[src/rtl/btb_update_controller.sv]
// BTB write-port controller: arbitrates branch/jump updates into the BTB and runs the
// invalidation sweep. Define BTB_UPDATE_STATS_EN to build the committed-update counter.
module btb_update_controller #(
    parameter int LOWER = 5
) (
    input  logic               clk_i,
    input  logic               arst_n_i,
    input  logic               br_valid_i,
    output logic               br_ready_o,
    input  logic [63:0]        br_pc_i,
    input  logic [63:0]        br_target_i,
    input  logic               jmp_valid_i,
    output logic               jmp_ready_o,
    input  logic [63:0]        jmp_pc_i,
    input  logic [63:0]        jmp_target_i,
    input  logic               flush_req_i,
    output logic               wr_en_o,
    output logic [LOWER-1:0]   wr_index_o,
    output logic [127:0]       wr_data_o,
    output logic               sweeping_o,
    output logic               flush_done_o,
    output logic [31:0]        upd_count_o
);

    typedef enum logic {
        ST_SWEEP = 1'b0,
        ST_IDLE  = 1'b1
    } state_t;

    localparam logic [LOWER-1:0] IDX_MAX = '1;

    state_t           state_q, state_d;
    logic [LOWER-1:0] sweep_idx_q, sweep_idx_d;
    logic             hold_q;
    logic             flush_done_q, flush_done_d;
    logic             pend_br_q, pend_br_d;
    logic             pend_jmp_q, pend_jmp_d;
    logic [63:0]      br_pc_q, br_pc_d, br_tgt_q, br_tgt_d;
    logic [63:0]      jmp_pc_q, jmp_pc_d, jmp_tgt_q, jmp_tgt_d;
    logic             last_grant_q, last_grant_d;  // 1: jump won last, 0: branch won last

    logic idle;
    logic both_pend;
    logic same_idx;
    logic grant_jmp;
    logic grant_br;
    logic br_acc;
    logic jmp_acc;

    assign idle      = (state_q == ST_IDLE);
    assign both_pend = pend_br_q && pend_jmp_q;
    assign same_idx  = both_pend && (br_pc_q[LOWER-1:0] == jmp_pc_q[LOWER-1:0]);
    assign grant_jmp = idle && pend_jmp_q && (!pend_br_q || same_idx || !last_grant_q);
    assign grant_br  = idle && pend_br_q && !grant_jmp;

    assign jmp_ready_o = idle && !flush_req_i;
    assign br_ready_o  = idle && !flush_req_i && !both_pend;
    assign br_acc      = br_valid_i && br_ready_o;
    assign jmp_acc     = jmp_valid_i && jmp_ready_o;

    // hold_q masks the first cycle after a reset edge so outputs stay quiet while reset is held
    assign sweeping_o   = (state_q == ST_SWEEP) && !hold_q;
    assign flush_done_o = flush_done_q;

    always_comb begin
        wr_en_o    = 1'b0;
        wr_index_o = '0;
        wr_data_o  = '0;
        if (sweeping_o) begin
            wr_en_o    = 1'b1;
            wr_index_o = sweep_idx_q;
        end else if (grant_jmp) begin
            wr_en_o    = 1'b1;
            wr_index_o = jmp_pc_q[LOWER-1:0];
            wr_data_o  = {jmp_pc_q, jmp_tgt_q};
        end else if (grant_br) begin
            wr_en_o    = 1'b1;
            wr_index_o = br_pc_q[LOWER-1:0];
            wr_data_o  = {br_pc_q, br_tgt_q};
        end
    end

    always_comb begin
        state_d      = state_q;
        sweep_idx_d  = sweep_idx_q;
        flush_done_d = 1'b0;
        pend_br_d    = pend_br_q;
        pend_jmp_d   = pend_jmp_q;
        br_pc_d      = br_pc_q;
        br_tgt_d     = br_tgt_q;
        jmp_pc_d     = jmp_pc_q;
        jmp_tgt_d    = jmp_tgt_q;
        last_grant_d = last_grant_q;

        case (state_q)
            ST_SWEEP: begin
                if (!hold_q) begin
                    if (sweep_idx_q == IDX_MAX) begin
                        state_d      = ST_IDLE;
                        sweep_idx_d  = '0;
                        flush_done_d = 1'b1;
                    end else begin
                        sweep_idx_d = sweep_idx_q + 1'b1;
                    end
                end
            end
            ST_IDLE: begin
                if (grant_jmp) begin
                    pend_jmp_d   = 1'b0;
                    last_grant_d = 1'b1;
                    // same-row collision: the jump supersedes the branch
                    if (same_idx) pend_br_d = 1'b0;
                end
                if (grant_br) begin
                    pend_br_d    = 1'b0;
                    last_grant_d = 1'b0;
                end
                if (br_acc) begin
                    pend_br_d = 1'b1;
                    br_pc_d   = br_pc_i;
                    br_tgt_d  = br_target_i;
                end
                if (jmp_acc) begin
                    pend_jmp_d = 1'b1;
                    jmp_pc_d   = jmp_pc_i;
                    jmp_tgt_d  = jmp_target_i;
                end
            end
            default: state_d = ST_SWEEP;
        endcase

        if (flush_req_i) begin
            state_d      = ST_SWEEP;
            sweep_idx_d  = '0;
            flush_done_d = 1'b0;
            pend_br_d    = 1'b0;
            pend_jmp_d   = 1'b0;
        end
    end

    always_ff @(posedge clk_i) begin
        if (!arst_n_i) begin
            state_q      <= ST_SWEEP;
            sweep_idx_q  <= '0;
            hold_q       <= 1'b1;
            flush_done_q <= 1'b0;
            pend_br_q    <= 1'b0;
            pend_jmp_q   <= 1'b0;
            br_pc_q      <= '0;
            br_tgt_q     <= '0;
            jmp_pc_q     <= '0;
            jmp_tgt_q    <= '0;
            last_grant_q <= 1'b0;
        end else begin
            state_q      <= state_d;
            sweep_idx_q  <= sweep_idx_d;
            hold_q       <= 1'b0;
            flush_done_q <= flush_done_d;
            pend_br_q    <= pend_br_d;
            pend_jmp_q   <= pend_jmp_d;
            br_pc_q      <= br_pc_d;
            br_tgt_q     <= br_tgt_d;
            jmp_pc_q     <= jmp_pc_d;
            jmp_tgt_q    <= jmp_tgt_d;
            last_grant_q <= last_grant_d;
        end
    end

`ifdef BTB_UPDATE_STATS_EN
    logic [31:0] upd_count_q, upd_count_d;
    logic        upd_write;

    assign upd_write = grant_jmp || grant_br;

    always_comb begin
        upd_count_d = upd_count_q;
        if (upd_write && (upd_count_q != 32'hFFFF_FFFF)) upd_count_d = upd_count_q + 32'd1;
    end

    always_ff @(posedge clk_i) begin
        if (!arst_n_i) upd_count_q <= '0;
        else           upd_count_q <= upd_count_d;
    end

    assign upd_count_o = upd_count_q;
`else
    assign upd_count_o = '0;
`endif

endmodule

[config.mk]
export PLATFORM = sky130hd
export DESIGN_NAME = btb_update_controller
export DESIGN_NICKNAME = d
export VERILOG_FILES = /design/src/rtl/btb_update_controller.sv
export SDC_FILE = /design/constraint.sdc
export NUM_CORES = 1
export LEC_CHECK = 0
export ABC_AREA = 1
export BUFFER_PORTS_ARGS = -buffer_cell sky130_fd_sc_hd__buf_2
export CAP_MARGIN = 20
export CORE_AREA = 2 2 168 170
export CTS_BUF_LIST = sky130_fd_sc_hd__clkbuf_8
export CTS_CLUSTER_DIAMETER = 60
export CTS_CLUSTER_SIZE = 12
export DETAILED_ROUTE_END_ITERATION = 8
export DIE_AREA = 0 0 170 172
export GPL_TIMING_DRIVEN = 0
export PLACE_DENSITY = 0.67
export SLEW_MARGIN = 5
export SYNTH_ARGS = -nofsm -noshare
export SYNTH_HDL_FRONTEND = slang
export SYNTH_SLANG_ARGS = --single-unit
[constraint.sdc]
create_clock -name clk_i -period 2.3 [get_ports clk_i]
set_input_delay 0.46 -clock clk_i [delete_from_list [all_inputs] [get_ports clk_i]]
set_output_delay 0.46 -clock clk_i [all_outputs]
set_load 0.05 [all_outputs]
* Word-level counts from Yosys, hierarchy flattened
Cells that the tools add are included.
** Cells by class
- Reductions and logical operators :: 31
- Eq/ne operators :: 2
- Muxes and demuxes :: 22
- Bitwise logic cells :: 3
- Add/sub/neg operators :: 1
** Operator list (count)
- $mux W128 :: 3
- $mux W5 :: 4
- $mux W1 :: 15
- $logic_and A1 B1 Y1 :: 11
- $reduce_and A2 Y1 :: 5
- $logic_not A1 Y1 :: 6
- $reduce_bool A3 Y1 :: 2
- $add A5 B1 Y5 const B :: 1
- $eq A5 B5 Y1 :: 1
- $eq A5 B5 Y1 const B :: 1
- $reduce_bool A2 Y1 :: 2
- $not A1 Y1 :: 3
- $reduce_and A3 Y1 :: 1
- $reduce_or A3 Y1 :: 1
- $logic_or A1 B1 Y1 :: 2
- $reduce_or A2 Y1 :: 1
** Word-level totals
- Output and inout bits :: 170
- Flip-flop bits (word level) :: 267
- Bits of input ports :: 261
- Word-level logic and storage cells :: 70

* Longest topological paths before layout
Gate-level depths: netlist (run 1).
- Depth in word-level cells :: 10
- Depth in mapped cells :: 11
- Gate-level depth less buffers :: 10

* Worst setup path before layout (run 1)
Ideal clock, no wire load.
- Path type :: register to output
- Start point :: register pend_br_q
- End point :: output wr_data_o[64]
- Required time :: 1840 ps
- Data arrival time :: 2123 ps
- Path slack :: -283 ps
- Cell stages (with the launch flop) :: 10
- Path buffers :: 1
- Path through :: dfxtp_1 nand2_1 inv_2 nand2_1 nor2_1 nand3_1 nand2_2 nand2_4 clkbuf_1 o21ai_0
** On the way
- Cells in the longest elaborated chain, start to end :: 10
- Elaborated cells between the ends (all ways) :: 12
- Those cells by class :: mux (3); reduce/logical (9)
** RTL lines
- start: declaration :: line 36 : logic pend_br_q, pend_br_d;
- start signal: assignment :: line 159 : pend_br_q <= pend_br_d;
- $logic_and A1 B1 Y1 :: line 51 : assign both_pend = pend_br_q && pend_jmp_q;
- $logic_and A1 B1 Y1 :: line 52 : assign same_idx = both_pend && (br_pc_q[LOWER-1:0] == jmp_pc_q[LOWER-1:0]);
- $logic_or A1 B1 Y1 (2 in series) :: line 53 : assign grant_jmp = idle && pend_jmp_q && (!pend_br_q || same_idx || !last_grant_q);
- $logic_and A1 B1 Y1 :: line 53
- $logic_not A1 Y1 :: line 54 : assign grant_br = idle && pend_br_q && !grant_jmp;
- $logic_and A1 B1 Y1 :: line 54
- $mux W128 :: line 76 : end else if (grant_br) begin
- $mux W128 * :: line 72 : end else if (grant_jmp) begin
- $mux W128 * :: line 69 : if (sweeping_o) begin
- end: declaration :: line 19 : output logic [127:0] wr_data_o,
Mark *: on every way between the ends. The rest lies on a longest branch, timed or not.

* Worst setup path in the final report (run 1)
- Start point :: register pend_br_q
- End point :: output wr_data_o[13]
Same word-level chain as after synthesis.

==> results.ini, run 1 <==
[status]
status=finished, violations left
violations=setup timing

[detailed_routing]
initialDrtViolationCount=632
drtPass1Iterations=5
routedWlPerCell_microns=17.7
ant_nets=0
vias=11500
via_per_inst=5.06
finalWirelength_microns=40200
drc_errors=0

[worst_setup_path]
r2r.worst_path.cells=22
cp.arrival_ns=2.34
start_kind=register
r2r-start=pend_br_q
required_ns=1.84
worstSetupPathType=register to output pin
endpoint_kind=output pin
timing.rr.end=pend_br_q
r2r_slack_ns=-0.42
path_max_fanout=7

[clocking]
numCtsBuffers=29
cts_tree=built
path_clk_slew_ns=0.09
cts_root_buffer=clkbuf_8
cts_buffer_depth=3
clock_latency_ns=0.58
holdBufCountCts=0
cts_sinks=267
htree_num_levels=1

[sta]
tightest_slew_ns=1.01
hold_viol=0
min_period_ns=2.80
finalWorstSetupSlack_ns=-0.502
rsz0062_at_grt=yes
relSlewSlack=0.325
clock_skew_ns=0.00964
slew_viol_final=0
fin_setup_tns_ns=-60.05
fin_crit_sh=1.22
setup_viol=135
clock.fmax_mhz=357

[power_and_ir_drop]
p_sw_uw=2090
p_comb_frac=0.075
ir_drop_v=0.000347
cellPowerDensity_nw_per_um2=495
leakagePower_uw=0.00618
power_frac_seq=0.563
p_clk_frac=0.362
p_int_uw=6120
switching_share=0.255

[placement]
post-dp-hpwl_microns=28100
placed_cells=2175
routabilityCongestion=0.867
io_buffers=398

[synth]
synth-seq-cells=267
synth_edf_count=0
ys_seq_area_frac=0.463
synthTopCellsByArea=dfxtp_1, a21oi_1, o22ai_2
async_flop_share=0
synth-compound-area-share=0.344
synthMuxAreaShare=0
synth_top_area_frac=0.463
synth_ff_type=dfxtp_1
synth_top_family_by_area=compound AO/OA/AOI/OAI gates
avgSynthCellArea_sq_um=8.25
synth_fa_ha_area_frac=0.00217
synthTopCellsByCount=dfxtp_1, inv_1, a21oi_1
synth.distinct_cells=26
synth-xor-area-share=0.000758
synthCells=1400
synth_area_sq_um=11600
synthSimpleGateAreaFrac=0.0244
ys_warn_count=0
synth_top_area_cell=dfxtp_1

[grt]
grt-ovfl-total=0
antenna_found_initial=9
grt_usage=0.256
grt_max_degree=15
grt_pass1_wl_microns=58400
grt_pass1_vias=11000

[floorplan]
num_rows=61
die_h_microns=172
fp.dieArea_sq_um=29200
die_w_microns=170
ios=431
core_region_area_sq_um=27500
start_util=0.421

[cells_and_area]
area_growth_pct=43.5
nets=2163
stdcell_count=2265
drive_gt1_frac=0.377
utilization=0.603

[job]
cap_violations=0

[min_path]
min_to=br_tgt_q[34]
hold_start=br_target_i[34]
min_path_cells=3
worst_hold_path_type=input port to register

-- critical path, stage by stage (launching register included) --
cell and delay (ns):
dfxtp_2 0.33, buf_4 0.12, buf_4 0.13, nand2_1 0.14, clkinvlp_4 0.24, nand2_8 0.21, buf_4 0.17, clkbuf_16 0.15
o22ai_2 0.07, buf_4 0.20
-- power groups by stage --
stage	clock network (uW)	logic [uW]	registers, uW
6_report	2970	618	4620
5_1_grt	3230	672	4620
4_1_cts	3040	610	4620
3_5_place_dp	0	603	4730
3_3_place_gp	0	605	4730
2_1_floorplan	0	311	4730
-- area by class of cell --
type	count	area, sq um
Timing Repair Buffer	439	3270
Fill cell	2439	10900
Clock inverter	9	67.6
Antenna cell	10	25.0
Tap cell	346	433
Multi-Input combinational cell	750	4930
Buffer	144	1060
Sequential cell	267	5360
Inverter	269	1010
Clock buffer	31	427
-- kinds of logic after synthesis --
group,after synthesis
flops,267
xor+xnor,1
simple gates,63
compound gates,652
buf+inv,414
other cells,1
fa+ha+maj,2
-- cells in the final DEF (no fill, tap or decap), drive strengths merged, types with 2 or more instances in the layout --
cell type  instances
dfxtp            267
clkinvlp           5
nand3              9
nor3               4
o22ai            123
ha                 2
nand2             35
inv              271
conb              32
o211ai             5
a21oi            263
clkinv             2
diode             10
clkbuf            85
nor2              13
o21ai            261
buf              529
-- how the worst max path moves through the flow --
stage                      from             end  slack (ns)  cells after the start
finish                pend_br_q   wr_data_o[13]       -0.50                      9
floorplan             pend_br_q   wr_data_o[64]       -0.28                      9
detailed placement  jmp_pc_q[3]  wr_data_o[101]       -0.08                     12
global route          pend_br_q   wr_data_o[71]       -0.60                     12
CTS                  br_pc_q[1]   wr_data_o[60]       -0.56                     11
global placement      pend_br_q   wr_data_o[60]       -0.08                     11
-- sequential cells by signal, indices dropped and copies added (netlist names) --
| signal | flops |
|---|---|
| jmp_tgt_q | 64 |
| sweep_idx_q | 5 |
| hold_q | 1 |
| flush_done_o | 1 |
| idle | 1 |
| pend_jmp_q | 1 |
| br_tgt_q | 64 |
| pend_br_q | 1 |
| br_pc_q | 64 |
| last_grant_q | 1 |
| jmp_pc_q | 64 |
-- routing by layer --
metal | global-route usage | part of all wire
met2 | 0.446 | 0.49
met3 | 0.0593 | 0.073
met1 | 0.307 | 0.41
met4 | 0.0970 | 0.033
met5 | 0 | 0.00065
-- repair_timing --
item / in CTS / in global routing
setup buffers: 23 / 9
endpoints found under the hold margin: 0 / 0
cloned: 5 / 6
pin swaps: 7 / 15
setup endpoints to repair: 135 / 136
gates resized for setup: 300 / 107
-- stage by stage --
| stage | total power (uW) | hold slack, ns | cell area (sq um) | worst slack [ns] |
|---|---|---|---|---|
| after global routing | 8520 | 0.112 | 16600 | -0.603 |
| after global placement | 5340 | 0.439 | 14100 | -0.0847 |
| after CTS | 8270 | 0.103 | 15900 | -0.557 |
| after detailed placement | 5330 | 0.446 | 14100 | -0.0787 |
| final | 8210 | 0.137 | 16600 | -0.502 |
| after floorplan | 5040 | 0.430 | 11700 | -0.283 |
Note: power is estimated with default switching activity, not from simulation.
==> inputs of run 2 (changes only) <==
REMOVE_ABC_BUFFERS = 1   (was default)
==> run 2 against run 1 <==
Effect of this change: total power grew 1.3%; non-clock buffer count shrank 130; critical endpoint is now wr_data_o[101]; via count shrank 4.9%; the run still ends with setup timing left; wire length shrank 9.0%.
==> results.ini, run 2 (same netlist as run 1, synthesis figures left out) <==
[worst_setup_path]
path_max_fanout=8  ; +1
endpoint_kind=output pin
r2r-start=idle
required_ns=1.84  ; about the same
start_kind=register
cp.arrival_ns=2.40  ; +0.06 ns
r2r_slack_ns=0.10  ; +0.52 ns
r2r.worst_path.cells=7  ; -68%
path_delay_family=buffers and inverters
timing.rr.end=br_pc_q[62]
crit_buf_inv=5  ; -1
cp_cell_sequence=inv_2, nand2_1, nand2_1, nor2_2, nand3_2, nand2_4, nand2_8, buf_16, nand2_8, buf_12, buf_16, o22ai_4, buf_8
max_stage_delay_ns=0.37  ; +0.04 ns
critical-path-slowest-cell=dfxtp_4
worstSetupPathType=register to output pin

[sta]
fin_setup_tns_ns=-64.95  ; -4.90 ns
tightest_slew_ns=0.690  ; -0.321 ns
hold_viol=0  ; unchanged
rsz0062_at_grt=yes
clock_skew_ns=0.0112  ; +0.00152 ns
finalWorstSetupSlack_ns=-0.562  ; -0.0602 ns
min_period_ns=2.86  ; +0.0602 ns
relSlewSlack=0.540  ; +0.214
fin_crit_sh=1.24  ; +0.0262
clock.fmax_mhz=349  ; -2.1%
slew_viol_final=0  ; unchanged
setup_viol=134  ; -0.74%

[clocking]
cts_sinks=267  ; unchanged
holdBufCountCts=0  ; unchanged
cts_tree=built
clock_latency_ns=0.57  ; about the same
cts_root_buffer=clkbuf_8
cts_buffer_depth=3  ; unchanged
numCtsBuffers=28  ; -3.4%
path_clk_slew_ns=0.08  ; about the same
htree_num_levels=1  ; unchanged

[floorplan]
core_region_area_sq_um=27500  ; unchanged
fp.dieArea_sq_um=29200  ; unchanged
ios=431  ; unchanged
start_util=0.421  ; unchanged
die_h_microns=172  ; unchanged
num_rows=61  ; unchanged
die_w_microns=170  ; unchanged

[cells_and_area]
final_common_cell=buf_2
layout_common_cells=buf_2, a21oi_1, inv_1
fin_area_sq_um=16300  ; -1.6%
drive_gt1_frac=0.364  ; -0.0134
area_growth_pct=41.2
nFillCells=2419  ; -0.82%
nets=2040  ; -5.7%

[detailed_routing]
drtPass1Iterations=4  ; -1
vias=10900  ; -4.9%
routedWlPerCell_microns=17.1  ; -3.7%
ant_nets=0  ; unchanged
initialDrtViolationCount=616  ; -2.5%
via_per_inst=5.10  ; +0.73%
drc_errors=0  ; unchanged
finalWirelength_microns=36600  ; -9.0%

[power_and_ir_drop]
p_int_uw=6340  ; +3.6%
leakagePower_uw=0.00591  ; -4.5%
p_sw_uw=1970  ; -5.7%
cellPowerDensity_nw_per_um2=509  ; +2.9%
power_frac_seq=0.556  ; -0.007
switching_share=0.237  ; -0.0175
p_comb_frac=0.063  ; -0.012
ir_drop_v=0.000465  ; +34%
p_clk_frac=0.381  ; +0.019

[status]
violations=setup timing
status=finished, violations left

[job]
cap_violations=0  ; unchanged

[placement]
place_area_sq_um=13500  ; -4.6%
post-dp-hpwl_microns=19600  ; -30%
io_buffers=398  ; unchanged
place_ws_ns=-1.31  ; -1.23 ns
routabilityCongestion=0.802  ; -7.6%

[grt]
grt_usage=0.232  ; -0.0238
grt_pass1_wl_microns=54200  ; -7.2%
grt-ovfl-total=0  ; unchanged
grt_pass1_vias=10300  ; -6.4%
grt_max_degree=139  ; +124
antenna_found_initial=4  ; -5

[min_path]
min_path_cells=3  ; unchanged
min_to=br_tgt_q[8]
hold_start=br_target_i[8]
worst_hold_path_type=input port to register

run 2: changes by cell type in the layout (fill, tap and decap cells not counted), sizes merged:
| cell | before | now |
|---|---|---|
| clkbuf | 85 | 41 |
| inv | 271 | 269 |
| buf | 529 | 445 |
| clkinv | 2 | 3 |
| bufinv | 0 | 2 |
| diode | 10 | 6 |
| clkinvlp | 5 | 2 |
| nand2 | 35 | 43 |
run 2: layer usage:
layer / part of all wire / global-route usage
met1: 0.42 / 0.290
met2: 0.48 / 0.388
met3: 0.075 / 0.0634
met4: 0.023 / 0.0769
met5: 0 / 0
run 2: how the worst max path moves through the flow:
stage	cells past startpoint	slack (ns)	endpoint	startpoint
2_1_floorplan	4	-3.36	br_pc_q[12]	flush_req_i
3_3_place_gp	5	-5.94	br_pc_q[14]	flush_req_i
3_5_place_dp	12	-1.31	wr_data_o[11]	jmp_pc_q[3]
4_1_cts	13	-0.61	wr_data_o[1]	br_pc_q[2]
5_1_grt	13	-0.67	wr_data_o[101]	br_pc_q[3]
6_report	13	-0.56	wr_data_o[101]	br_pc_q[3]
run 2: layout make-up:
cell class,count,area [sq um],share of cell area
Inverter,269,1020,0.0623
Sequential cell,267,5360,0.329
Antenna cell,6,15.0,0.000920
Clock buffer,33,454,0.0278
Timing Repair Buffer,453,3630,0.222
Tap cell,346,433,0.0265
Multi-Input combinational cell,758,5320,0.326
Clock inverter,7,87.6,0.00537
run 2: metrics by stage:
stage	util	hold slack (ns)	total power (uW)	instances
2_1_floorplan	-	0.429	4960	1286
3_3_place_gp	0.480	0.440	5270	2030
3_5_place_dp	0.490	0.444	5250	2038
4_1_cts	0.570	0.108	8400	2124
5_1_grt	0.594	0.122	8640	2137
6_report	0.594	0.153	8310	2139
run 2: power groups by stage:
stage / Clock, uW / Combinational, uW / Sequential [uW]
floorplan: 0 / 229 / 4730
global placement: 0 / 537 / 4730
detailed placement: 0 / 518 / 4730
CTS: 3260 / 524 / 4620
global route: 3430 / 582 / 4620
finish: 3160 / 527 / 4620
run 2: worst min-delay path: stages:
cell and delay, ns:
buf_2 0.07, o21ai_1 0.06, a21oi_1 0.10
run 2: what timing repair did:
item	4_1_cts	5_1_grt
buffers inserted	24	7
gates resized for setup	289	97
setup endpoints to repair	136	136
pin swaps	11	10
gates cloned	22	2
